--- src/rtl/spi_txn_arbiter_if.sv ---
// Register bus between the transaction arbiter and a memory-mapped SPI master.
// Read data is combinational from the slave in the cycle the read strobe is high.
interface spi_txn_arbiter_if;
    logic        m_sel;
    logic        m_w_en;
    logic        m_r_en;
    logic [1:0]  m_offset;
    logic [31:0] m_wdata;
    logic [31:0] m_rdata;

    modport master (
        output m_sel,
        output m_w_en,
        output m_r_en,
        output m_offset,
        output m_wdata,
        input  m_rdata
    );

    modport slave (
        input  m_sel,
        input  m_w_en,
        input  m_r_en,
        input  m_offset,
        input  m_wdata,
        output m_rdata
    );
endinterface

--- src/rtl/spi_txn_arbiter.sv ---
// Round-robin arbiter that runs one full SPI master register sequence per granted
// requester and returns the received byte with a one-cycle acknowledge.
module spi_txn_arbiter #(
    parameter int N_REQ   = 4,
    parameter int TIMEOUT = 4096
) (
    input  logic                 clk,
    input  logic                 rst,
    input  logic [N_REQ-1:0]     req,
    input  logic [8*N_REQ-1:0]   req_tx,
    input  logic [8*N_REQ-1:0]   req_clkdiv,
    output logic [N_REQ-1:0]     gnt,
    output logic [N_REQ-1:0]     ack,
    output logic [N_REQ-1:0]     err,
    output logic [7:0]           rx_data,
    spi_txn_arbiter_if.master    bus
);

    localparam int                IDX_W    = $clog2(N_REQ);
    localparam logic [IDX_W-1:0]  LAST_RST = IDX_W'(N_REQ - 1);
    localparam logic [15:0]       TMO_LAST = 16'(TIMEOUT - 1);
    localparam logic [N_REQ-1:0]  ONE_HOT0 = {{(N_REQ-1){1'b0}}, 1'b1};

    typedef enum logic [3:0] {
        S_IDLE      = 4'd0,
        S_WR_TX     = 4'd1,
        S_WR_START  = 4'd2,
        S_POLL_BUSY = 4'd3,
        S_WR_STOP   = 4'd4,
        S_POLL_DONE = 4'd5,
        S_RD_RX     = 4'd6,
        S_CLR_DONE  = 4'd7,
        S_FINISH    = 4'd8,
        S_ABORT     = 4'd9
    } state_t;

    state_t             r_state;
    state_t             w_state_next;
    logic [IDX_W-1:0]   r_cur;
    logic [IDX_W-1:0]   w_cur_next;
    logic [IDX_W-1:0]   r_last;
    logic [IDX_W-1:0]   w_winner;
    logic               w_found;
    logic [7:0]         r_div;
    logic [7:0]         w_div_next;
    logic [7:0]         w_tx_sel;
    logic [15:0]        r_tmo;
    logic [15:0]        w_tmo_next;
    logic               w_busy;
    logic               w_done;
    logic               w_start;

    logic               w_sel, w_w_en, w_r_en;
    logic [1:0]         w_offset;
    logic [31:0]        w_wdata;
    logic [N_REQ-1:0]   w_gnt, w_ack, w_err;
    logic               r_sel, r_w_en, r_r_en;
    logic [1:0]         r_offset;
    logic [31:0]        r_wdata;
    logic [N_REQ-1:0]   r_gnt, r_ack, r_err;
    logic [7:0]         r_rx;

    assign w_busy  = bus.m_rdata[0];
    assign w_done  = bus.m_rdata[1];
    assign w_start = (r_state == S_IDLE) && w_found;

    // Round-robin search beginning just after the last served requester.
    always_comb begin
        w_found  = 1'b0;
        w_winner = r_last;
        for (int i = 1; i <= N_REQ; i++) begin
            if (!w_found && req[(int'(r_last) + i) % N_REQ]) begin
                w_found  = 1'b1;
                w_winner = IDX_W'((int'(r_last) + i) % N_REQ);
            end else begin
                w_found  = w_found;
            end
        end
    end

    assign w_tx_sel   = req_tx[{w_winner, 3'b000} +: 8];
    assign w_cur_next = w_start ? w_winner : r_cur;
    assign w_div_next = w_start ? req_clkdiv[{w_winner, 3'b000} +: 8] : r_div;

    // Next-state logic; the poll timer restarts on entry to each poll state.
    always_comb begin
        w_state_next = r_state;
        w_tmo_next   = r_tmo;
        case (r_state)
            S_IDLE: begin
                if (w_found) begin
                    w_state_next = S_WR_TX;
                end else begin
                    w_state_next = S_IDLE;
                end
            end
            S_WR_TX:    w_state_next = S_WR_START;
            S_WR_START: begin
                w_state_next = S_POLL_BUSY;
                w_tmo_next   = 16'd0;
            end
            S_POLL_BUSY: begin
                if (w_busy || w_done) begin
                    w_state_next = S_WR_STOP;
                end else if (r_tmo == TMO_LAST) begin
                    w_state_next = S_ABORT;
                end else begin
                    w_tmo_next   = r_tmo + 16'd1;
                end
            end
            S_WR_STOP: begin
                w_state_next = S_POLL_DONE;
                w_tmo_next   = 16'd0;
            end
            S_POLL_DONE: begin
                if (w_done) begin
                    w_state_next = S_RD_RX;
                end else if (r_tmo == TMO_LAST) begin
                    w_state_next = S_ABORT;
                end else begin
                    w_tmo_next   = r_tmo + 16'd1;
                end
            end
            S_RD_RX:    w_state_next = S_CLR_DONE;
            S_CLR_DONE: w_state_next = S_FINISH;
            S_FINISH:   w_state_next = S_IDLE;
            S_ABORT:    w_state_next = S_IDLE;
            default:    w_state_next = S_IDLE;
        endcase
    end

    // Outputs are decoded from the upcoming state so they register in step with it.
    always_comb begin
        w_w_en   = 1'b0;
        w_r_en   = 1'b0;
        w_offset = 2'd0;
        w_wdata  = 32'd0;
        w_gnt    = {N_REQ{1'b0}};
        w_ack    = {N_REQ{1'b0}};
        w_err    = {N_REQ{1'b0}};
        case (w_state_next)
            S_WR_TX: begin
                w_w_en   = 1'b1;
                w_offset = 2'd1;
                w_wdata  = {24'd0, w_tx_sel};
                w_gnt    = ONE_HOT0 << w_cur_next;
            end
            S_WR_START: begin
                w_w_en   = 1'b1;
                w_offset = 2'd0;
                w_wdata  = {16'd0, w_div_next, 6'd0, 1'b1, 1'b1};
                w_gnt    = ONE_HOT0 << w_cur_next;
            end
            S_POLL_BUSY, S_POLL_DONE: begin
                w_r_en   = 1'b1;
                w_offset = 2'd3;
                w_gnt    = ONE_HOT0 << w_cur_next;
            end
            S_WR_STOP: begin
                // Keep the master enabled but drop start so it cannot auto-restart.
                w_w_en   = 1'b1;
                w_offset = 2'd0;
                w_wdata  = {16'd0, w_div_next, 6'd0, 1'b0, 1'b1};
                w_gnt    = ONE_HOT0 << w_cur_next;
            end
            S_RD_RX: begin
                w_r_en   = 1'b1;
                w_offset = 2'd2;
                w_gnt    = ONE_HOT0 << w_cur_next;
            end
            S_CLR_DONE: begin
                w_w_en   = 1'b1;
                w_offset = 2'd3;
                w_wdata  = 32'h0000_0002;
                w_gnt    = ONE_HOT0 << w_cur_next;
            end
            S_FINISH: begin
                w_ack    = ONE_HOT0 << w_cur_next;
            end
            S_ABORT: begin
                w_w_en   = 1'b1;
                w_offset = 2'd0;
                w_wdata  = 32'd0;
                w_err    = ONE_HOT0 << w_cur_next;
            end
            default: begin
                w_w_en   = 1'b0;
            end
        endcase
        w_sel = w_w_en | w_r_en;
    end

    // Sequencer state, current owner, fairness pointer and poll timer.
    always_ff @(posedge clk) begin
        if (rst) begin
            r_state <= S_IDLE;
            r_cur   <= {IDX_W{1'b0}};
            r_last  <= LAST_RST;
            r_div   <= 8'd0;
            r_tmo   <= 16'd0;
        end else begin
            r_state <= w_state_next;
            r_cur   <= w_cur_next;
            r_div   <= w_div_next;
            r_tmo   <= w_tmo_next;
            if (r_state == S_FINISH || r_state == S_ABORT) begin
                r_last <= r_cur;
            end else begin
                r_last <= r_last;
            end
        end
    end

    // Registered bus strobes, handshake pulses and captured RX byte.
    always_ff @(posedge clk) begin
        if (rst) begin
            r_sel    <= 1'b0;
            r_w_en   <= 1'b0;
            r_r_en   <= 1'b0;
            r_offset <= 2'd0;
            r_wdata  <= 32'd0;
            r_gnt    <= {N_REQ{1'b0}};
            r_ack    <= {N_REQ{1'b0}};
            r_err    <= {N_REQ{1'b0}};
            r_rx     <= 8'd0;
        end else begin
            r_sel    <= w_sel;
            r_w_en   <= w_w_en;
            r_r_en   <= w_r_en;
            r_offset <= w_offset;
            r_wdata  <= w_wdata;
            r_gnt    <= w_gnt;
            r_ack    <= w_ack;
            r_err    <= w_err;
            if (r_state == S_RD_RX) begin
                r_rx <= bus.m_rdata[7:0];
            end else begin
                r_rx <= r_rx;
            end
        end
    end

    assign bus.m_sel    = r_sel;
    assign bus.m_w_en   = r_w_en;
    assign bus.m_r_en   = r_r_en;
    assign bus.m_offset = r_offset;
    assign bus.m_wdata  = r_wdata;
    assign gnt          = r_gnt;
    assign ack          = r_ack;
    assign err          = r_err;
    assign rx_data      = r_rx;

endmodule

--- src/flat_wrapper.sv ---
// flat-port wrapper written by rule: the top's interface ports become plain ports
module spi_txn_arbiter_flat 
#(
    parameter int N_REQ   = 4,
    parameter int TIMEOUT = 4096
)
  (clk, rst, req, req_tx, req_clkdiv, gnt, ack, err, rx_data, bus_m_sel, bus_m_w_en, bus_m_r_en, bus_m_offset, bus_m_wdata, bus_m_rdata);
  spi_txn_arbiter_if bus_i ();
  input  logic clk;
  input  logic rst;
  input  logic [N_REQ-1:0] req;
  input  logic [8*N_REQ-1:0] req_tx;
  input  logic [8*N_REQ-1:0] req_clkdiv;
  output logic [N_REQ-1:0] gnt;
  output logic [N_REQ-1:0] ack;
  output logic [N_REQ-1:0] err;
  output logic [7:0] rx_data;
  output wire logic [$bits(bus_i.m_sel)-1:0] bus_m_sel;
  output wire logic [$bits(bus_i.m_w_en)-1:0] bus_m_w_en;
  output wire logic [$bits(bus_i.m_r_en)-1:0] bus_m_r_en;
  output wire logic [$bits(bus_i.m_offset)-1:0] bus_m_offset;
  output wire logic [$bits(bus_i.m_wdata)-1:0] bus_m_wdata;
  input wire logic [$bits(bus_i.m_rdata)-1:0] bus_m_rdata;
  assign bus_m_sel = bus_i.m_sel;
  assign bus_m_w_en = bus_i.m_w_en;
  assign bus_m_r_en = bus_i.m_r_en;
  assign bus_m_offset = bus_i.m_offset;
  assign bus_m_wdata = bus_i.m_wdata;
  assign bus_i.m_rdata = bus_m_rdata;
  spi_txn_arbiter #(.N_REQ(N_REQ), .TIMEOUT(TIMEOUT)) u_core (.clk(clk), .rst(rst), .req(req), .req_tx(req_tx), .req_clkdiv(req_clkdiv), .gnt(gnt), .ack(ack), .err(err), .rx_data(rx_data), .bus(bus_i));
endmodule
--- config.mk ---
export PLATFORM = sky130hd
export DESIGN_NAME = spi_txn_arbiter_flat
export DESIGN_NICKNAME = d
export VERILOG_FILES = /design/src/rtl/spi_txn_arbiter_if.sv /design/src/rtl/spi_txn_arbiter.sv /design/src/flat_wrapper.sv
export SDC_FILE = /design/constraint.sdc
export NUM_CORES = 1
export LEC_CHECK = 0
export BUFFER_PORTS_ARGS = -buffer_cell sky130_fd_sc_hd__buf_4
export CAP_MARGIN = 5
export CORE_UTILIZATION = 40
export CTS_CLUSTER_DIAMETER = 40
export CTS_CLUSTER_SIZE = 25
export DETAILED_ROUTE_END_ITERATION = 12
export GPL_TIMING_DRIVEN = 0
export PLACE_DENSITY = 0.79
export SYNTH_ARGS = -nofsm -noshare
export SYNTH_HDL_FRONTEND = slang
export SYNTH_SLANG_ARGS = --single-unit
export TNS_END_PERCENT = 5
--- constraint.sdc ---
create_clock -name clk -period 2.9 [get_ports clk]
set_input_delay 0.29 -clock clk [delete_from_list [all_inputs] [get_ports clk]]
set_output_delay 0.29 -clock clk [all_outputs]
set_load 0.1 [all_outputs]
Yosys cells after proc, flatten, opt, wreduce, memory -nomap -nowiden
Index checks and enable logic that the tools add are counted.

Register bits after elaboration: 89. Input bits: 102. Output and inout bits: 57. Word-level logic and storage cells: 114.

Add/sub/neg operators: 5. Order comparisons: 4. Equal/unequal tests: 21. Shift operators: 3. Multiplexer cells: 35. Bitwise logic cells: 8. Reduce and logical (&&, ||, !) cells: 24.

Operator list (count): $pmux W16 S4 (1); $shiftx A32 B6 Y8 (2); $mux W16 (3); $pmux W16 S3 (1); $eq A4 B3 Y1 const B (8); $pmux W4 S8 (1); $add A16 B1 Y16 const B (1); $eq A16 B12 Y1 const B (1); $eq A4 B2 Y1 const B (4); $eq A4 B4 Y1 const B (4); $lt A3 B4 Y1 const B (4); $reduce_or A2 Y1 (8); $mux W1 (15); $mux W4 (3); $mux W2 (5); $bmux W1 S2 (4); $eq A4 B1 Y1 const B (2); $mux W8 (1); $reduce_or A7 Y1 (1); $pmux W2 S3 (1); $reduce_or A3 Y1 (2); $reduce_or A5 Y1 (1); $add A2 B1 Y2 const B (2); $add A2 B2 Y2 const B (2); other kinds (11) (23).

Logic depth before layout (Yosys ltp)
Gate-level depths: netlist (run 1).

Depth after elaboration: 22. Gate-level depth with buffers: 9. Gate-level depth less buffers: 7.

Least setup slack after synthesis (run 1)
OpenSTA, ideal clock, no wires.

Path type: reg2reg. Start point: register u_core.r_tmo[0]. End point: register u_core.r_tmo[13]. Library setup time: 0.070 ns. Data arrival time: 2.269 ns. Required time: 2.830 ns. Path slack: 0.560 ns. Cell stages (with the launch flop): 9. Buffers on the path: 1. Period minus slack after synthesis: 2.340 ns. Cell sequence: dfxtp_1 > ha_1 > and3_1 > nand4_1 > o311a_1 > o31a_1 > buf_2 > or4_1 > a21oi_1.

Longest elaborated chain between the ends: 4. Elaborated cells between the ends (all ways): 6. Classes of those cells: add/sub (1); eq/ne (1); mux (4).

RTL lines: start, declared (line spi_txn_arbiter.sv:47) `logic [15:0] r_tmo;`; start signal, assigned (line spi_txn_arbiter.sv:205) `r_tmo <= w_tmo_next;`; $add A16 B1 Y16 or $eq A16 B12 Y1 (tied branches); $mux W16 * (line spi_txn_arbiter.sv:105, spi_txn_arbiter.sv:118); $mux W16 (on tied branches) (line spi_txn_arbiter.sv:116, spi_txn_arbiter.sv:103); $pmux W16 S3 * (line spi_txn_arbiter.sv:89) `case (r_state)`.

Mark *: on every way between the ends. The rest lies on a longest branch, timed or not. The select of a mux whose other input is x is not followed. A chain may end at the register's enable or synchronous reset.

Final worst setup path (run 1)
Same ends and word-level chain as after synthesis.

==> key figures, run 1 <==
Synth
  – Top-count cell post-synth: dfxtp_1
  – Synth top area cells: dfxtp_1, nand2_1, a21oi_1, nor2_1, buf_4
  – Share of the synthesized area in the top cell type: 42.1%
  – Post-synth ARST share: 0%
  – Cells after Synth: 425
  – Post-synth top cells: dfxtp_1, nand2_1, a21oi_1
  – Area of the mapped netlist: 3470 sq um
  – Seq/Total Area, Yosys: 42.1%
  – Synth cell types: 46
  – Avg Synthesized Cell Area: 8.17 sq um
  – EDFF count, synth: 0
  – Synth warnings: 0
  – Yosys reg bits: 73
  – Post-synth top area cell: dfxtp_1
  – Most used DFF post-synth: dfxtp_1

Timing
  – Clock Skews: 0.0102 ns
  – Fmax: 0.370 GHz
  – Final setup vio count: 0
  – Final hold slack: 0.183 ns
  – Slew Limit Fails: 0
  – Slew @ Worst Pin: 0.753 ns
  – Final period demand of the worst path: 2.70 ns
  – Final WS setup: 0.201 ns
  – Setup tns final: 0 ns
  – RSZ-0062 raised after global routing: false
  – Max-slew headroom: 49.8%
  – Final Hold Fails: 0
  – Period Utilization, post-route: 93.1%

Clocking
  – Sink Count: 73
  – Worst skew pair latency: 0.35 ns
  – H-Tree Depth: 3
  – Clock Path Buffers: 2
  – CTS tree: yes
  – Clock-pin slew on the worst setup and hold paths: 0.08 ns
  – Total CTS buffers: 9
  – Postcts setup bufs: 0
  – Clock Tree Root: clkbuf_8

Global routing
  – Initial antenna violation count: 0
  – First-pass GRT wire length: 14700 microns
  – GRT overflow: 0
  – Largest net degree at the start of global routing: 15
  – All-Layer GR Usage: 20.7%
  – Vias in the first global route: 3155

Drt
  – DRT antenna net count: 0
  – Wire per inst: 14.4 microns
  – Vias: 3617
  – Residual DRC: 0
  – DRT Wirelength: 9760 microns
  – Routed vias/inst: 5.33
  – Drt first pass iters: 5
  – Initial DRC count: 206

Critical path
  – Worst setup endpoint: u_core.r_tmo[13]$_SDFFE_PP0P_
  – Critical path's largest stage delay: 0.48 ns
  – Worst path depth: 8
  – Crit path DAT: 2.98 ns
  – Slowest-stage cell, CP: or4_1
  – WP data required: 3.18 ns
  – CP Launch Type: flop
  – Worst setup startpoint: u_core.r_tmo[0]$_SDFFE_PP0P_
  – R2r worst-path depth: 8
  – Buf/Inv on CP: 1
  – Reg2reg end: u_core.r_tmo[13]$_SDFFE_PP0P_
  – CP top delay family: simple AND/OR/NAND/NOR gates
  – Worst R2R Setup Slack: 0.20 ns
  – CP Class: reg -> reg
  – Critical Path Sink Type: flop
  – Worst R2R Start: u_core.r_tmo[0]$_SDFFE_PP0P_
  – Worst-path fanout max: 10
  – CP cell instances: ha_1 -> and3_2 -> nand4_1 -> o311a_1 -> o31a_1 -> buf_2 -> or4_1 -> a21oi_1

Hold path
  – HP Class: in -> reg

Layout
  – Layout area overhead: 37.4%
  – N_diodes: 0
  – Fin nets: 671
  – Layout cell share with drive strength beyond 1: 28.8%
  – Fin area: 4770 sq um
  – Final core occ: 57.5%

Run status
  – Status: completed

Floorplan
  – Row count: 33
  – Die height: 95.2 microns
  – Initial core utilization: 41.8%
  – I/O pin cnt: 159
  – Core area: 8300 sq um
  – Die Area: 9060 sq um
  – Die Width: 95.2 microns

Placement
  – DP Area: 4540 sq um
  – PortBufs: 117
  – Setup Slack @ Placement: 0.0198 ns
  – HPWL after DPL: 7290 microns
  – GPL Wtd Cong: 0.861

Power
  – Seq pwr share: 39.0%
  – Pwr per Cell Area: 583 nW/um^2
  – Comb power frac: 28.8%
  – Pleak: 0.00198 uW
  – Clock power frac: 32.2%
  – P_int: 1790 uW
  – Sw frac: 35.8%
  – NetSw: 996 uW
  – Maximum VDD drop: 248 uV

Run
  – Max cap viols: 0
==> per-layer routing <==
layer / wire length (microns) / part of all wire, % / global-route usage, % / vias to the layer above
li1: - / - / - / 1777
met1: 4000 / 41 / 25.0 / 1684
met2: 4890 / 50 / 36.5 / 145
met3: 769 / 7.9 / 4.86 / 11
met4: 105 / 1.1 / 5.81 / 0
met5: 0 / 0 / 0 / -
==> logic make-up (layout without fill, tap and decap cells) <==
family,after synthesis,count (layout),share of synthesized area (%)
buffers and inverters,51,184,7.39
AO/OA/AOI/OAI,109,109,21.0
other,1,16,0.108
adder cells (fa/ha/maj),1,1,0.360
flip-flops,73,73,42.1
AND/OR/NAND/NOR,176,176,24.9
multiplexers,12,12,3.68
XOR/XNOR,2,2,0.505
==> registers in the layout (all words and copies together) (netlist names) <==
name / count
u_core.ack: 4
u_core.bus.m_offset: 2
u_core.bus.m_r_en: 1
u_core.bus.m_sel: 1
u_core.bus.m_w_en: 1
u_core.bus.m_wdata: 16
u_core.err: 4
u_core.gnt: 4
u_core.r_cur: 2
u_core.r_div: 8
u_core.r_last: 2
u_core.r_state: 4
u_core.r_tmo: 16
u_core.rx_data: 8
==> per-stage QoR <==
step | instances | total power, uW
global placement | 662 | 1890
global route | 678 | 2900
floorplan | 440 | 1680
CTS | 678 | 2800
detailed placement | 662 | 1900
finish | 678 | 2780
==> placed cells by master, fill, tap and decap left out, types with 3 or more instances in the layout <==
cell type	count
dfxtp_1	73
a31oi_1	3
a311o_1	9
nor2b_1	4
o211ai_1	5
or4_1	4
nor3b_1	11
a211oi_1	11
nand2b_1	4
clkbuf_1	22
nor2_1	36
mux2_2	6
o31ai_1	4
clkbuf_8	9
inv_1	8
inv_6	3
buf_2	4
o21ai_0	17
a21oi_1	39
nor3_1	4
conb_1	16
mux2i_1	6
and2_1	12
a2111oi_0	6
or3_1	11
nand3_1	10
buf_4	133
and4_1	3
nand2_1	65
==> worst min path at each step <==
stage                                   endpoint                        from  cells past startpoint
3_5_place_dp   u_core.bus.m_wdata[14]$_SDFF_PP0_  u_core.r_div[6]$_SDFF_PP0_                      1
2_1_floorplan     u_core.rx_data[0]$_SDFFE_PP0N_              bus_m_rdata[0]                      2
4_1_cts           u_core.rx_data[5]$_SDFFE_PP0N_              bus_m_rdata[5]                      3
6_report          u_core.rx_data[5]$_SDFFE_PP0N_              bus_m_rdata[5]                      3
5_1_grt           u_core.rx_data[2]$_SDFFE_PP0N_              bus_m_rdata[2]                      3
3_3_place_gp    u_core.bus.m_wdata[8]$_SDFF_PP0_  u_core.r_div[0]$_SDFF_PP0_                      1
==> what timing repair did <==
action                                  in CTS  in global routing
endpoints found under the setup margin       5                 10
hold endpoints to repair                     0                  0
gates resized for setup                      1                  3
pin swaps                                    0                  1
hold buffers                                 0                  0
==> cell type report <==
type / count / area (sq um)
Inverter: 8 / 30.0
Clock inverter: 7 / 101
Fill cell: 758 / 3530
Sequential cell: 73 / 1460
Tap cell: 105 / 131
Timing Repair Buffer: 117 / 878
Buffer: 43 / 228
Multi-Input combinational cell: 316 / 1820
Clock buffer: 9 / 124
==> power by group through the flow <==
stage,clock (uW),combinational (uW),sequential [uW]
floorplan,0,361,1320
global placement,0,785,1110
detailed placement,0,792,1110
CTS,912,798,1090
global route,958,846,1090
finish,897,800,1090
==> worst register-to-register path, stage by stage, from the launching register on <==
cell	delay, ns
dfxtp_1	0.40
ha_1	0.21
and3_2	0.26
nand4_1	0.25
o311a_1	0.41
o31a_1	0.28
buf_2	0.20
or4_1	0.48
a21oi_1	0.15
Power figures use the tool's default switching activity.
==> inputs of run 2 (changes only) <==
ABC_AREA = 1   (was default)
PLACE_DENSITY = 0.77   (was 0.79)
clock period = 3.4 ns   (was 2.9 ns; I/O delays follow)
==> run 2 against run 1 <==
Net effect:
- clock power is 23% lower
- hold slack better by 0.019 ns
- sequential power is 5% lower
- routed wire length is 7.6% higher
- combinational power is 84% higher
- synthesized area is 17% higher
==> key figures, run 2 <==
Power
  – Sw frac: 46.8% (+11 points)
  – NetSw: 1490 uW (+50%)
  – Power, Total: 3190 uW (+15%)
  – Pleak: 0.00273 uW (+37%)
  – Pwr per Cell Area: 594 nW/um^2 (+1.8%)
  – Comb power frac: 46.0% (+17 points)
  – Seq pwr share: 32.5% (-6.5 points)
  – P_int: 1700 uW (-5.0%)
  – Maximum VDD drop: 416 uV (+68%)
  – Clock power frac: 21.5% (-11 points)

Clocking
  – Clock Path Buffers: 2 (unchanged)
  – CTS tree: yes
  – Sink Count: 73 (unchanged)
  – Worst skew pair latency: 0.35 ns (about the same)
  – Total CTS buffers: 9 (unchanged)
  – Count of cells resized by post-cts repair: 0 (-1)
  – Hold-fix buffers, CTS: 0 (unchanged)
  – Clock Tree Root: clkbuf_8
  – H-Tree Depth: 3 (unchanged)
  – Postcts setup bufs: 0 (unchanged)
  – Clock-pin slew on the worst setup and hold paths: 0.08 ns (about the same)

Critical path
  – Worst R2R Start: u_core.r_tmo[0]$_SDFFE_PP0P_
  – Critical Path Sink Type: flop
  – CP Class: reg -> reg
  – CP cell instances: ha_1 -> nand3_1 -> inv_1 -> and2_1 -> nand3_1 -> nand4_1 -> nand3_1 -> nor2_1 -> nand3_1 -> nor2_1
  – Critical path's largest stage delay: 0.40 ns (-0.08 ns)
  – WP data required: 3.68 ns (+0.50 ns)
  – Slowest-stage cell, CP: dfxtp_1
  – Reg2reg end: u_core.err[0]$_SDFF_PP0_
  – Worst R2R Setup Slack: 1.36 ns (+1.16 ns)
  – R2r worst-path depth: 10 (+2)
  – Most used cell, CP: nand3_1
  – Crit path DAT: 2.32 ns (-0.66 ns)
  – Buf/Inv on CP: 1 (unchanged)
  – CP top delay family: simple AND/OR/NAND/NOR gates
  – Worst-path fanout max: 6 (-4)
  – CP Launch Type: flop

Timing
  – Final setup vio count: 0 (unchanged)
  – Fmax: 0.491 GHz (+33%)
  – Final period demand of the worst path: 2.04 ns (-0.664 ns)
  – Setup tns final: 0 ns (unchanged)
  – Period Utilization, post-route: 59.9% (-33 points)
  – Clock Skews: 0.00757 ns (-0.00258 ns)
  – Final Hold Fails: 0 (unchanged)
  – Slew @ Worst Pin: 0.504 ns (-0.249 ns)
  – RSZ-0062 raised after global routing: false
  – Max-slew headroom: 66.4% (+17 points)
  – Slew Limit Fails: 0 (unchanged)

Synth
  – Avg Synthesized Cell Area: 6.76 sq um (-17%)
  – Post-synth top cells: nand2_1, dfxtp_1, nand3_1, nor2_1, inv_1
  – Seq/Total Area, Yosys: 36.0% (-6.1 points)
  – Most used DFF post-synth: dfxtp_1
  – Synth warnings: 0 (unchanged)
  – Share of the synthesized area in the top cell type: 36.0% (-6.1 points)
  – Area of the mapped netlist: 4060 sq um (+17%)
  – Top-count cell post-synth: nand2_1
  – Synth top area cells: dfxtp_1, nand2_1, nand3_1, nor2_1, buf_4
  – EDFF count, synth: 0 (unchanged)
  – Post-synth top area cell: dfxtp_1
  – Yosys reg bits: 73 (unchanged)
  – Cells after Synth: 600 (+41%)
  – Post-synth ARST share: 0% (unchanged)
  – Synth cell types: 38 (-17%)

Drt
  – Drt first pass iters: 5 (unchanged)
  – Vias: 4236 (+17%)
  – Initial DRC count: 283 (+37%)
  – Residual DRC: 0 (unchanged)
  – DRT antenna net count: 0 (unchanged)
  – Wire per inst: 11.9 microns (-17%)
  – DRT Wirelength: 10500 microns (+7.6%)
  – Routed vias/inst: 4.80 (-10%)

Layout
  – Seq. cell area: 1460 sq um (unchanged)
  – Layout area overhead: 32.3%
  – N_diodes: 0 (unchanged)
  – Fin area: 5370 sq um (+13%)
  – Fin nets: 847 (+26%)
  – Cell Count, Final, Fillers Out: 882 (+30%)
  – Layout cell share with drive strength beyond 1: 27.6% (-1.2 points)
  – # fillers: 965 (+27%)
  – Multi-input gate area: 2160 sq um (+19%)
  – Most frequent cells in the layout: nand2_1, buf_4, dfxtp_1, nand3_1, nor2_1
  – Commonest non-fill, non-tap cell in the layout: nand2_1

Hold path
  – WHS Path Cells: 2 (-1)
  – HP Class: in -> reg
  – Hold path start: rst
  – Hold endpoint: u_core.r_state[3]$_SDFF_PP0_

Floorplan
  – Row count: 36 (+9.1%)
  – Core area: 9820 sq um (+18%)
  – Die Area: 10600 sq um (+16%)
  – Die height: 103 microns (+7.9%)
  – Die Width: 103 microns (+7.9%)
  – I/O pin cnt: 159 (unchanged)
  – Initial core utilization: 41.3% (-0.51 points)

Global routing
  – All-Layer GR Usage: 20.5% (-0.27 points)
  – GRT overflow: 0 (unchanged)
  – Largest net degree at the start of global routing: 14 (-1)
  – Vias in the first global route: 3779 (+20%)
  – First-pass GRT wire length: 16900 microns (+15%)
  – Initial antenna violation count: 0 (unchanged)

Placement
  – GPL Wtd Cong: 0.964 (+12%)
  – PortBufs: 118 (+0.85%)
  – DP Area: 5170 sq um (+14%)
  – HPWL after DPL: 8200 microns (+13%)
  – Placed Cells: 866 (+31%)

Run
  – Max cap viols: 0 (unchanged)

Run status
  – Status: completed
[run 2: power groups by stage]
stage | sequential, uW | combinational, uW | clock, uW
after floorplan | 1550 | 617 | 0
after global placement | 1050 | 1440 | 0
after detailed placement | 1060 | 1460 | 0
after CTS | 1040 | 1460 | 704
after global routing | 1050 | 1580 | 736
final | 1040 | 1470 | 687
[run 2: metal layers]
metal | track usage, % | up-vias | routed length [microns]
li1 | - | 2180 | -
met1 | 25.5 | 1892 | 4830
met2 | 34.2 | 149 | 4770
met3 | 5.02 | 15 | 712
met4 | 7.47 | 0 | 187
met5 | 0 | - | 0
[run 2: layout make-up]
cell class                 instances  area share (%)
clock inverter                     6            1.23
multi-input combinational        456            40.2
sequential                        73            27.2
clock buffer                      10            2.56
inverter                          47            3.52
timing repair buffer             118            16.5
buffer                            39            5.64
tap                              133            3.10
[run 2: worst max-delay path by stage]
stage	start	to	cells past startpoint
finish	u_core.r_tmo[0]$_SDFFE_PP0P_	u_core.err[0]$_SDFF_PP0_	10
global route	u_core.r_tmo[0]$_SDFFE_PP0P_	u_core.err[0]$_SDFF_PP0_	10
CTS	u_core.r_tmo[0]$_SDFFE_PP0P_	u_core.err[0]$_SDFF_PP0_	10
detailed placement	u_core.r_tmo[0]$_SDFFE_PP0P_	u_core.err[0]$_SDFF_PP0_	10
global placement	u_core.r_tmo[0]$_SDFFE_PP0P_	u_core.err[0]$_SDFF_PP0_	10
floorplan	u_core.r_last[0]$_SDFFE_PP1P_	u_core.bus.m_wdata[13]$_SDFF_PP0_	17
[run 2: logic make-up (layout without fill, tap and decap cells)]
kind of cell / after synthesis / after routing / synth area share, %
adder cells (fa/ha/maj): 1 / 1 / 0.308
buffers and inverters: 86 / 220 / 12.1
XOR/XNOR: 10 / 10 / 2.16
other: 1 / 16 / 0.0924
AO/OA/AOI/OAI: 54 / 54 / 7.03
flip-flops: 73 / 73 / 36.0
AND/OR/NAND/NOR: 375 / 375 / 42.3
[run 2: through the flow]
| step | setup WS, ns | hold WS (ns) | utilization, % |
|---|---|---|---|
| after global routing | 1.13 | 0.197 | 54.7 |
| after global placement | 1.43 | 0.486 | 52.6 |
| after CTS | 1.37 | 0.183 | 54.7 |
| after detailed placement | 1.39 | 0.481 | 52.6 |
| after floorplan | 1.69 | 0.411 | - |
| final | 1.36 | 0.202 | 54.7 |
